[src/rtl/index_codec_pkg.sv]
// Shared helpers for the index codec blocks (decoder now, encoder later).
//
// Functions work on a fixed MAX_W-wide vector so they can serve any block
// width up to MAX_W. Callers zero-extend their operands and take the low
// bits of the result.
//   onehot_decode(idx, width) : {err, vec}; vec has bit idx set when
//                               idx < width, otherwise vec = 0 and err = 1
//   popcount(v)               : number of set bits in v
//   lowest_set(v)             : priority encode, index of the lowest set bit
package index_codec_pkg;

  localparam int MAX_W = 256;

  typedef struct packed {
    logic             err;
    logic [MAX_W-1:0] vec;
  } decode_t;

  function automatic decode_t onehot_decode(input int unsigned idx,
                                            input int unsigned width);
    decode_t r;
    r.err = 1'b0;
    r.vec = '0;
    if (idx >= width) r.err = 1'b1;
    else              r.vec = MAX_W'(1) << idx;
    return r;
  endfunction

  function automatic int unsigned popcount(input logic [MAX_W-1:0] v);
    int unsigned cnt;
    cnt = 0;
    for (int i = 0; i < MAX_W; i++) cnt = cnt + {31'b0, v[i]};
    return cnt;
  endfunction

  function automatic int unsigned lowest_set(input logic [MAX_W-1:0] v);
    int unsigned r;
    logic        found;
    r     = 0;
    found = 1'b0;
    for (int i = 0; i < MAX_W; i++) begin
      if (v[i] && !found) begin
        r     = i;
        found = 1'b1;
      end
    end
    return r;
  endfunction

endpackage

[src/rtl/index_decoder_accum_stage.sv]
// One-entry valid/ready register stage, generic over payload width.
//
// Handshake: a transfer happens on a rising edge where valid && ready are
// both 1. A producer holding valid must keep its data stable until that
// edge. in_ready = !out_valid || out_ready, so a held item can be replaced
// in the same cycle it leaves (no bubble on back-to-back streams).
//
// Ports:
//   clk, rst              clock, asynchronous active-high reset
//   in_valid/in_ready     upstream handshake
//   in_data               payload captured on accept
//   out_valid/out_ready   downstream handshake
//   out_data              held payload, stable while out_valid && !out_ready
module index_decoder_accum_stage #(
  parameter int PAYLOAD_W = 8
) (
  input  logic                 clk,
  input  logic                 rst,
  input  logic                 in_valid,
  output logic                 in_ready,
  input  logic [PAYLOAD_W-1:0] in_data,
  output logic                 out_valid,
  input  logic                 out_ready,
  output logic [PAYLOAD_W-1:0] out_data
);

  assign in_ready = !out_valid || out_ready;

  always_ff @(posedge clk or posedge rst) begin
    if (rst) begin
      out_valid <= 1'b0;
      out_data  <= '0;
    end else if (in_valid && in_ready) begin
      out_valid <= 1'b1;
      out_data  <= in_data;
    end else if (out_ready) begin
      out_valid <= 1'b0;
    end
  end

endmodule

[src/rtl/index_decoder_accum.sv]
// Streaming index-to-one-hot decoder with a running accumulated mask.
//
// Each accepted index is decoded to a one-hot and presented one cycle later
// through a one-entry valid/ready stage. The decode is also folded into a
// mask (OR or replace, selected by in_accum); a registered population count
// of the mask is kept alongside it.
//
// Ports:
//   clk, rst              clock, asynchronous active-high reset
//   in_valid/in_ready     index handshake (transfer when both are 1)
//   in_index              binary index, sampled only on accept
//   in_accum              1: mask |= decode, 0: mask = decode
//   clear                 synchronous mask clear, ordered before the decode
//   out_valid/out_ready   output handshake
//   out_onehot, out_err   decode of the held item; err when index >= width
//   mask, mask_count      accumulated mask and its set-bit count
module index_decoder_accum
  import index_codec_pkg::*;
#(
  parameter  int OUTPUT_WIDTH = 8,
  localparam int IDX_W        = $clog2(OUTPUT_WIDTH),
  localparam int CNT_W        = $clog2(OUTPUT_WIDTH + 1)
) (
  input  logic                    clk,
  input  logic                    rst,
  input  logic                    in_valid,
  output logic                    in_ready,
  input  logic [IDX_W-1:0]        in_index,
  input  logic                    in_accum,
  input  logic                    clear,
  output logic                    out_valid,
  input  logic                    out_ready,
  output logic [OUTPUT_WIDTH-1:0] out_onehot,
  output logic                    out_err,
  output logic [OUTPUT_WIDTH-1:0] mask,
  output logic [CNT_W-1:0]        mask_count
);

  localparam int PAY_W = 1 + IDX_W + OUTPUT_WIDTH;

  decode_t                 dec;
  logic [OUTPUT_WIDTH-1:0] dec_vec;
  logic                    dec_err;
  logic                    accept;
  logic [PAY_W-1:0]        pay_in;
  logic [PAY_W-1:0]        pay_out;
  logic [IDX_W-1:0]        out_idx;
  logic [OUTPUT_WIDTH-1:0] mask_next;

  assign dec     = onehot_decode(32'(in_index), OUTPUT_WIDTH);
  assign dec_vec = dec.vec[OUTPUT_WIDTH-1:0];
  assign dec_err = dec.err;

  // The held index travels with the decode so the one-hot can be
  // cross-checked against what was actually accepted.
  assign pay_in = {dec_err, in_index, dec_vec};

  index_decoder_accum_stage #(
    .PAYLOAD_W (PAY_W)
  ) u_stage (
    .clk       (clk),
    .rst       (rst),
    .in_valid  (in_valid),
    .in_ready  (in_ready),
    .in_data   (pay_in),
    .out_valid (out_valid),
    .out_ready (out_ready),
    .out_data  (pay_out)
  );

  assign {out_err, out_idx, out_onehot} = pay_out;

  assign accept = in_valid && in_ready;

  // Clear is ordered before the decode: when both happen, the mask ends up
  // as the decode alone regardless of in_accum. Erroring indices leave the
  // (possibly cleared) mask untouched.
  always_comb begin
    mask_next = mask;
    if (clear) mask_next = '0;
    if (accept && !dec_err) begin
      if (in_accum && !clear) mask_next = mask | dec_vec;
      else                    mask_next = dec_vec;
    end
  end

  // The count is computed from mask_next so both registers update together.
  always_ff @(posedge clk or posedge rst) begin
    if (rst) begin
      mask       <= '0;
      mask_count <= '0;
    end else begin
      mask       <= mask_next;
      mask_count <= CNT_W'(popcount(MAX_W'(mask_next)));
    end
  end

  always @(posedge clk) begin
    if (!rst) begin
      if (out_valid && !out_err) begin
        assert ($countones(out_onehot) == 1);
        assert (lowest_set(MAX_W'(out_onehot)) == 32'(out_idx));
        assert (32'(mask_count) == $countones(mask));
      end
      // Decode must never produce bits above the block width.
      if (in_valid) assert ((dec.vec >> OUTPUT_WIDTH) == '0);
    end
  end

endmodule

[config.mk]
export PLATFORM = sky130hd
export DESIGN_NAME = index_decoder_accum
export DESIGN_NICKNAME = d
export VERILOG_FILES = /design/src/rtl/index_codec_pkg.sv /design/src/rtl/index_decoder_accum_stage.sv /design/src/rtl/index_decoder_accum.sv
export SDC_FILE = /design/constraint.sdc
export NUM_CORES = 1
export LEC_CHECK = 0
export ABC_AREA = 1
export BUFFER_PORTS_ARGS = -buffer_cell sky130_fd_sc_hd__clkbuf_2
export CAP_MARGIN = 40
export CORE_MARGIN = 10
export CORE_UTILIZATION = 50
export CTS_CLUSTER_DIAMETER = 150
export DETAILED_ROUTE_END_ITERATION = 10
export GPL_TIMING_DRIVEN = 0
export PLACE_DENSITY = 0.84
export RECOVER_POWER = 50
export SETUP_SLACK_MARGIN = 0.5
export SLEW_MARGIN = 5
export SYNTH_ARGS = -nofsm -noshare
export SYNTH_HDL_FRONTEND = slang
export SYNTH_SLANG_ARGS = --single-unit
[constraint.sdc]
create_clock -name clk -period 3.9 [get_ports clk]
set_input_delay 0.195 -clock clk [delete_from_list [all_inputs] [get_ports clk]]
set_output_delay 0.195 -clock clk [all_outputs]
set_load 0.03 [all_outputs]
---- Word level (Yosys, flattened, before mapping) ----
Index checks and enable logic that the tools add are counted.
operators by class
  multiplexer cells ....................... 5
  reductions and logical operators ........ 6
  $add $sub $neg .......................... 7
  shift-type cells ........................ 1
  bitwise operators ....................... 1
operators by type and width
  kind                   count
  $mux W8                3
  $add A4 B1 Y4          4
  $or A8 B8 Y8           1
  $shl A1 B3 Y8 const A  1
  $add A3 B1 Y4          1
  $add A2 B1 Y3          1
  $add A1 B1 Y2          1
  $logic_and A1 B1 Y1    2
  $logic_not A1 Y1       2
  $mux W1                2
  $reduce_bool A2 Y1     1
  $logic_or A1 B1 Y1     1
word-level totals
  logic and storage cells ................. 24
  bits of input ports ..................... 9
  flip-flop bits (word level) ............. 21
  output and inout bits ................... 23

---- Depth between registers and ports, before layout ----
  word-level depth ........................ 11
  mapped depth ............................ 15
  gate-level depth less buffers ........... 15

---- Modules after synthesis ----
A second synthesis with hierarchy kept.
second synthesis, totals
  cell total of the unflattened synthesis .. 172
  area, all modules ....................... 1402.6 µm²
modules (own cells, without submodules)
  module                     instances  area each (µm²)  cells each  seq. area each (µm²)
  index_decoder_accum        1          860.8            115         300.3
  index_decoder_accum_stage  1          541.8            57          325.3

---- Least setup slack after synthesis ----
OpenSTA, ideal clock, no wires.
  kind .................................... register -> register
  from .................................... register u_stage.out_valid
  to ...................................... register mask_count[2]
  stages on the path, launching flop included .. 15
  path buffers ............................ 1
  library setup time ...................... 0.123 ns
  setup slack ............................. 0.387 ns
  data required time ...................... 3.777 ns
  clock period less this slack ............ 3.513 ns
  arrival ................................. 3.391 ns
  path through ............................ dfrtp_1 -> nand2_2 -> nand2_4 -> buf_4 -> nand3_1 -> nand3_2 -> fa_1 -> inv_1 -> fa_1 -> fa_1 -> inv_1 -> ha_1 -> inv_1 -> fa_1 -> xnor2_1
between the ends
  elaborated cells between the ends (all ways) .. 11
  those cells by class .................... add/sub: 7; mux: 1; reduce/logical: 3
RTL lines
  item                        RTL line                         source
  start, declared             index_decoder_accum_stage.sv:22  output logic out_valid,
  start signal, assigned      index_decoder_accum_stage.sv:31  out_valid <= 1'b0;
  start signal, assigned      index_decoder_accum_stage.sv:34  out_valid <= 1'b1;
  start signal, assigned      index_decoder_accum_stage.sv:37  out_valid <= 1'b0;
  $logic_not A1 Y1            index_decoder_accum_stage.sv:27  assign in_ready = !out_valid || out_ready;
  $logic_or A1 B1 Y1          index_decoder_accum_stage.sv:27
  via in_ready                index_decoder_accum.sv:27        output logic in_ready,
  $logic_and A1 B1 Y1         index_decoder_accum.sv:73        assign accept = in_valid && in_ready;
  $mux W8                     index_decoder_accum.sv:81        if (accept && !dec_err) begin
  via mask_next[3]            index_decoder_accum.sv:48        logic [OUTPUT_WIDTH-1:0] mask_next;
  $add A3 B1 Y4               index_codec_pkg.sv:32            for (int i = 0; i < MAX_W; i++) cnt = cnt + {31'b0, v[i]};
  $add A4 B1 Y4 (4 in a row)  index_codec_pkg.sv:32
  end signal, assigned        index_decoder_accum.sv:94        mask_count <= CNT_W'(popcount(MAX_W'(mask_next)));
  end, declared               index_decoder_accum.sv:36        output logic [CNT_W-1:0] mask_count
The timed path passes the listed nets, and every way through them passes these cells.
A chain may end at the register's enable or synchronous reset.

---- Final worst setup path ----
  from .................................... register u_stage.out_valid
  to ...................................... register mask_count[2]
between the ends
  elaborated cells between the ends (all ways) .. 11
  those cells by class .................... add/sub: 7; mux: 1; reduce/logical: 3
RTL lines
  item                        RTL line
  $logic_not A1 Y1            index_decoder_accum_stage.sv:27
  $logic_or A1 B1 Y1          index_decoder_accum_stage.sv:27
  $logic_and A1 B1 Y1         index_decoder_accum.sv:73
  $mux W8                     index_decoder_accum.sv:81
  via mask_next[3]            index_decoder_accum.sv:48
  $add A3 B1 Y4               index_codec_pkg.sv:32
  $add A4 B1 Y4 (4 in a row)  index_codec_pkg.sv:32
The timed path passes the listed nets, and every way through them passes these cells.

==> flow_results.xml <==
<?xml version="1.0" encoding="UTF-8"?>
<metrics>
  <group name="global_routing">
    <metric name="groute.usage.overall" unit="%">12.0</metric>
    <metric name="via_count_of_the_first_global_routing_pass" unit="">975</metric>
    <metric name="globalRoute.busiestLayer" unit="">met2</metric>
    <metric name="antenna_found_initial" unit="">0</metric>
    <metric name="wire_length_of_the_first_global_routing_pass" unit="um">4280</metric>
    <metric name="use_met2" unit="%">19.2</metric>
    <metric name="grt_use_met3" unit="%">3.97</metric>
    <metric name="grt_max_degree" unit="">22</metric>
    <metric name="grt_remaining_overflow" unit="">0</metric>
    <metric name="globalRouteMet1Util" unit="%">14.2</metric>
  </group>
  <group name="worst_setup_path">
    <metric name="crit_type" unit="">register to register</metric>
    <metric name="cp.arrival" unit="ns">3.67</metric>
    <metric name="worstPathRequired" unit="ns">4.11</metric>
    <metric name="cp_max_fo" unit="">10</metric>
    <metric name="worst_setup_path_end_kind" unit="">register</metric>
    <metric name="start_kind" unit="">register</metric>
  </group>
  <group name="power_and_ir_drop">
    <metric name="power.ir.vdd_worst" unit="mV">0.270</metric>
    <metric name="power_density" unit="nW/um2">345</metric>
    <metric name="power_leakage" unit="nW">0.865</metric>
  </group>
  <group name="sta">
    <metric name="maxClockFrequency" unit="GHz">0.289</metric>
    <metric name="worst_hold_slack" unit="ns">-0.0119</metric>
    <metric name="setup_viol" unit="">0</metric>
    <metric name="finalSetupTns" unit="ns">0</metric>
    <metric name="finalCritPeriodShare" unit="%">88.7</metric>
    <metric name="report.final.hold_viol_count" unit="">21</metric>
    <metric name="final_period_minus_worst_setup_slack" unit="ns">3.46</metric>
    <metric name="slew_headroom" unit="%">48.3</metric>
    <metric name="finalClockSkew" unit="ns">0.00574</metric>
    <metric name="worst-slew-pin-transition" unit="ns">0.775</metric>
    <metric name="slew_viol_final" unit="">0</metric>
    <metric name="rsz0062_at_grt" unit="">yes</metric>
  </group>
  <group name="layout">
    <metric name="drive_gt1_share" unit="%">31.5</metric>
    <metric name="insertedDiodeCount" unit="">0</metric>
    <metric name="layout.nets" unit="">195</metric>
    <metric name="layout.cells.most_common" unit="">sky130_fd_sc_hd__nand2_1</metric>
    <metric name="n_fill_cell" unit="">194</metric>
    <metric name="final-instance-count-excl-fill" unit="">206</metric>
    <metric name="layout_common_cells" unit="">sky130_fd_sc_hd__nand2_1, sky130_fd_sc_hd__clkbuf_2, sky130_fd_sc_hd__inv_1, sky130_fd_sc_hd__dfrtp_1</metric>
    <metric name="synthToLayoutAreaGrowth" unit="%">26.4</metric>
  </group>
  <group name="die">
    <metric name="placementRows" unit="">17</metric>
    <metric name="die_area" unit="um2">4580</metric>
    <metric name="design.portCount" unit="">32</metric>
    <metric name="chipWidth" unit="um">67.7</metric>
    <metric name="fp.coreArea" unit="um2">2190</metric>
    <metric name="fp.dieH" unit="um">67.7</metric>
    <metric name="start_util" unit="%">51.9</metric>
  </group>
  <group name="placement">
    <metric name="placed_instances" unit="">191</metric>
    <metric name="place.detailed.hpwl" unit="um">2040</metric>
    <metric name="port_buffers" unit="">30</metric>
    <metric name="place_congestion" unit="">0.948</metric>
  </group>
  <group name="logic_synthesis">
    <metric name="ys_ff_latch" unit="">21</metric>
    <metric name="yosysWarningCount" unit="">0</metric>
    <metric name="syn_inst" unit="">133</metric>
    <metric name="avgSynthCellArea" unit="um2">8.54</metric>
    <metric name="syn-cell-area" unit="um2">1140</metric>
    <metric name="yosys.cell_types.count" unit="">22</metric>
    <metric name="synth.net_count" unit="">149</metric>
    <metric name="share_of_synthesized_area_occupied_by_flip_flops_and_latches" unit="%">46.3</metric>
  </group>
  <group name="routing">
    <metric name="drt_iter0_drc" unit="">66</metric>
    <metric name="postRouteWirelength" unit="um">2700</metric>
    <metric name="total_vias_in_the_final_route" unit="">1002</metric>
    <metric name="avgRoutedWirePerCell" unit="um">13.1</metric>
    <metric name="residual_drc_count" unit="">0</metric>
    <metric name="vias_per_cell" unit="">4.86</metric>
    <metric name="detail-route-antenna-nets" unit="">0</metric>
    <metric name="drt_first_pass_iters" unit="">4</metric>
  </group>
  <group name="status">
    <metric name="run_status" unit="">complete, but fails checks</metric>
    <metric name="failed_checks" unit="">negative hold slack</metric>
  </group>
  <group name="clock_network">
    <metric name="cts_htree_levels" unit="">1</metric>
    <metric name="cts.clk_slew.worst_paths" unit="ns">0.12</metric>
    <metric name="cts_made_buffers" unit="">3</metric>
    <metric name="clock_latency" unit="ns">0.31</metric>
    <metric name="cts_buffer_depth" unit="">2</metric>
    <metric name="cts_sinks" unit="">21</metric>
    <metric name="cts_root_cell" unit="">sky130_fd_sc_hd__clkbuf_4</metric>
    <metric name="tritoncts_clock_tree" unit="">done</metric>
    <metric name="holdBufCountCts" unit="">0</metric>
  </group>
  <group name="flow_run">
    <metric name="drv.max_cap_violation_count" unit="">0</metric>
  </group>
  <group name="worst_hold_path">
    <metric name="hold_path.class" unit="">primary input to asynchronous set/reset pin</metric>
  </group>
</metrics>
[flip-flops by register name, summed over array words and instances, names as in the netlist]
name	cells
mask_count	4
u_stage.out_data	8
u_stage.out_valid	1
mask	8
[per-stage QoR]
| stage | setup WS (ns) | util [%] | power (mW) | hold slack (ns) | instance area [um2] |
|---|---|---|---|---|---|
| 6_report | 0.441 | 65.6 | 0.496 | -0.0119 | 1440 |
| 5_1_grt | 0.252 | 65.6 | 0.522 | 0.0583 | 1440 |
| 4_1_cts | 0.508 | 61.9 | 0.489 | 0.0259 | 1360 |
| 3_5_place_dp | 0.512 | 60.6 | 0.385 | 0.368 | 1330 |
| 3_3_place_gp | 0.548 | 60.6 | 0.381 | 0.347 | 1330 |
| 2_1_floorplan | 0.528 | - | 0.342 | 0.171 | 1140 |
[worst max-delay path, stage by stage, from the launching register on]
cell and delay (ns):
sky130_fd_sc_hd__dfrtp_1 0.43, sky130_fd_sc_hd__nand2_1 0.16, sky130_fd_sc_hd__nand2_1 0.19, sky130_fd_sc_hd__buf_8 0.20, sky130_fd_sc_hd__nand3_2 0.06, sky130_fd_sc_hd__nand3_2 0.08
sky130_fd_sc_hd__fa_1 0.49, sky130_fd_sc_hd__inv_1 0.05, sky130_fd_sc_hd__fa_1 0.49, sky130_fd_sc_hd__fa_1 0.42, sky130_fd_sc_hd__inv_1 0.07, sky130_fd_sc_hd__ha_2 0.17
sky130_fd_sc_hd__inv_1 0.05, sky130_fd_sc_hd__fa_1 0.37, sky130_fd_sc_hd__xnor2_1 0.14
[repair_timing]
| action | in CTS | in global routing |
|---|---|---|
| endpoints found under the setup margin | 1 | 2 |
| buffers inserted | 0 | 11 |
| endpoints found under the hold margin | 0 | 0 |
| resized for setup | 0 | 5 |
| pin swaps | 1 | 4 |
[layout make-up]
| type | count | area [um2] | share of cell area (%) |
|---|---|---|---|
| timing repair buffer | 41 | 233 | 16.2 |
| multi-input combinational | 86 | 485 | 33.8 |
| inverter | 22 | 82.6 | 5.75 |
| clock buffer | 3 | 22.5 | 1.57 |
| tap | 28 | 35.0 | 2.44 |
| sequential | 21 | 526 | 36.6 |
| buffer | 4 | 47.5 | 3.31 |
| clock inverter | 1 | 5.00 | 0.348 |
[power breakdown]
group | internal (mW) | total [mW] | switching (mW)
logic | 0.0482 | 0.143 | 0.0953
registers | 0.236 | 0.245 | 0.00964
clock network | 0.0383 | 0.107 | 0.0685
total | 0.322 | 0.496 | 0.173
[cells in the mapped netlist (all sizes together)]
| library cell | instances | area (um2) |
|---|---|---|
| a21oi | 3 | 26.3 |
| nor2 | 11 | 41.3 |
| ha | 3 | 37.5 |
| clkbuf | 1 | 13.8 |
| xnor2 | 1 | 8.76 |
| dfrtp | 21 | 526 |
| nand3 | 15 | 85.1 |
| buf | 3 | 26.3 |
| nand3b | 2 | 15.0 |
| o21ai | 1 | 5.00 |
| nand4 | 1 | 6.26 |
| conb | 1 | 3.75 |
| inv | 22 | 82.6 |
| fa | 4 | 80.1 |
| nor3 | 1 | 5.00 |
| nand2 | 43 | 174 |
[layer usage]
metal,up-vias,part of all wire [%]
met1,466,37
met2,38,52
met3,6,8.9
li1,492,-
met5,-,0
met4,0,2.0
[final timing paths]
check / startpoint / end / slack [ns] / depth (start not counted)
worst max-delay path: u_stage.out_valid / mask_count[2] / 0.44 / 14
worst min-delay path: rst / mask[0] / -0.01 / 2
worst max register to register: u_stage.out_valid / mask_count[2] / 0.44 / 14
worst min register to register: u_stage.out_data[0] / u_stage.out_data[0] / 0.50 / 2
max in group asynchronous: rst / u_stage.out_valid / 3.43 / 2
min in group clk: in_valid / u_stage.out_valid / 0.15 / 3
[kinds of logic after synthesis]
logic type	count (synthesis)	synth area share (%)
adder cells (fa/ha/maj)	7	10.4
AND/OR/NAND/NOR	73	28.7
XOR/XNOR	1	0.771
AO/OA/AOI/OAI	4	2.75
buffers and inverters	26	10.8
flip-flops	21	46.3
other	1	0.330
Note: power is estimated with default switching activity, not from simulation.
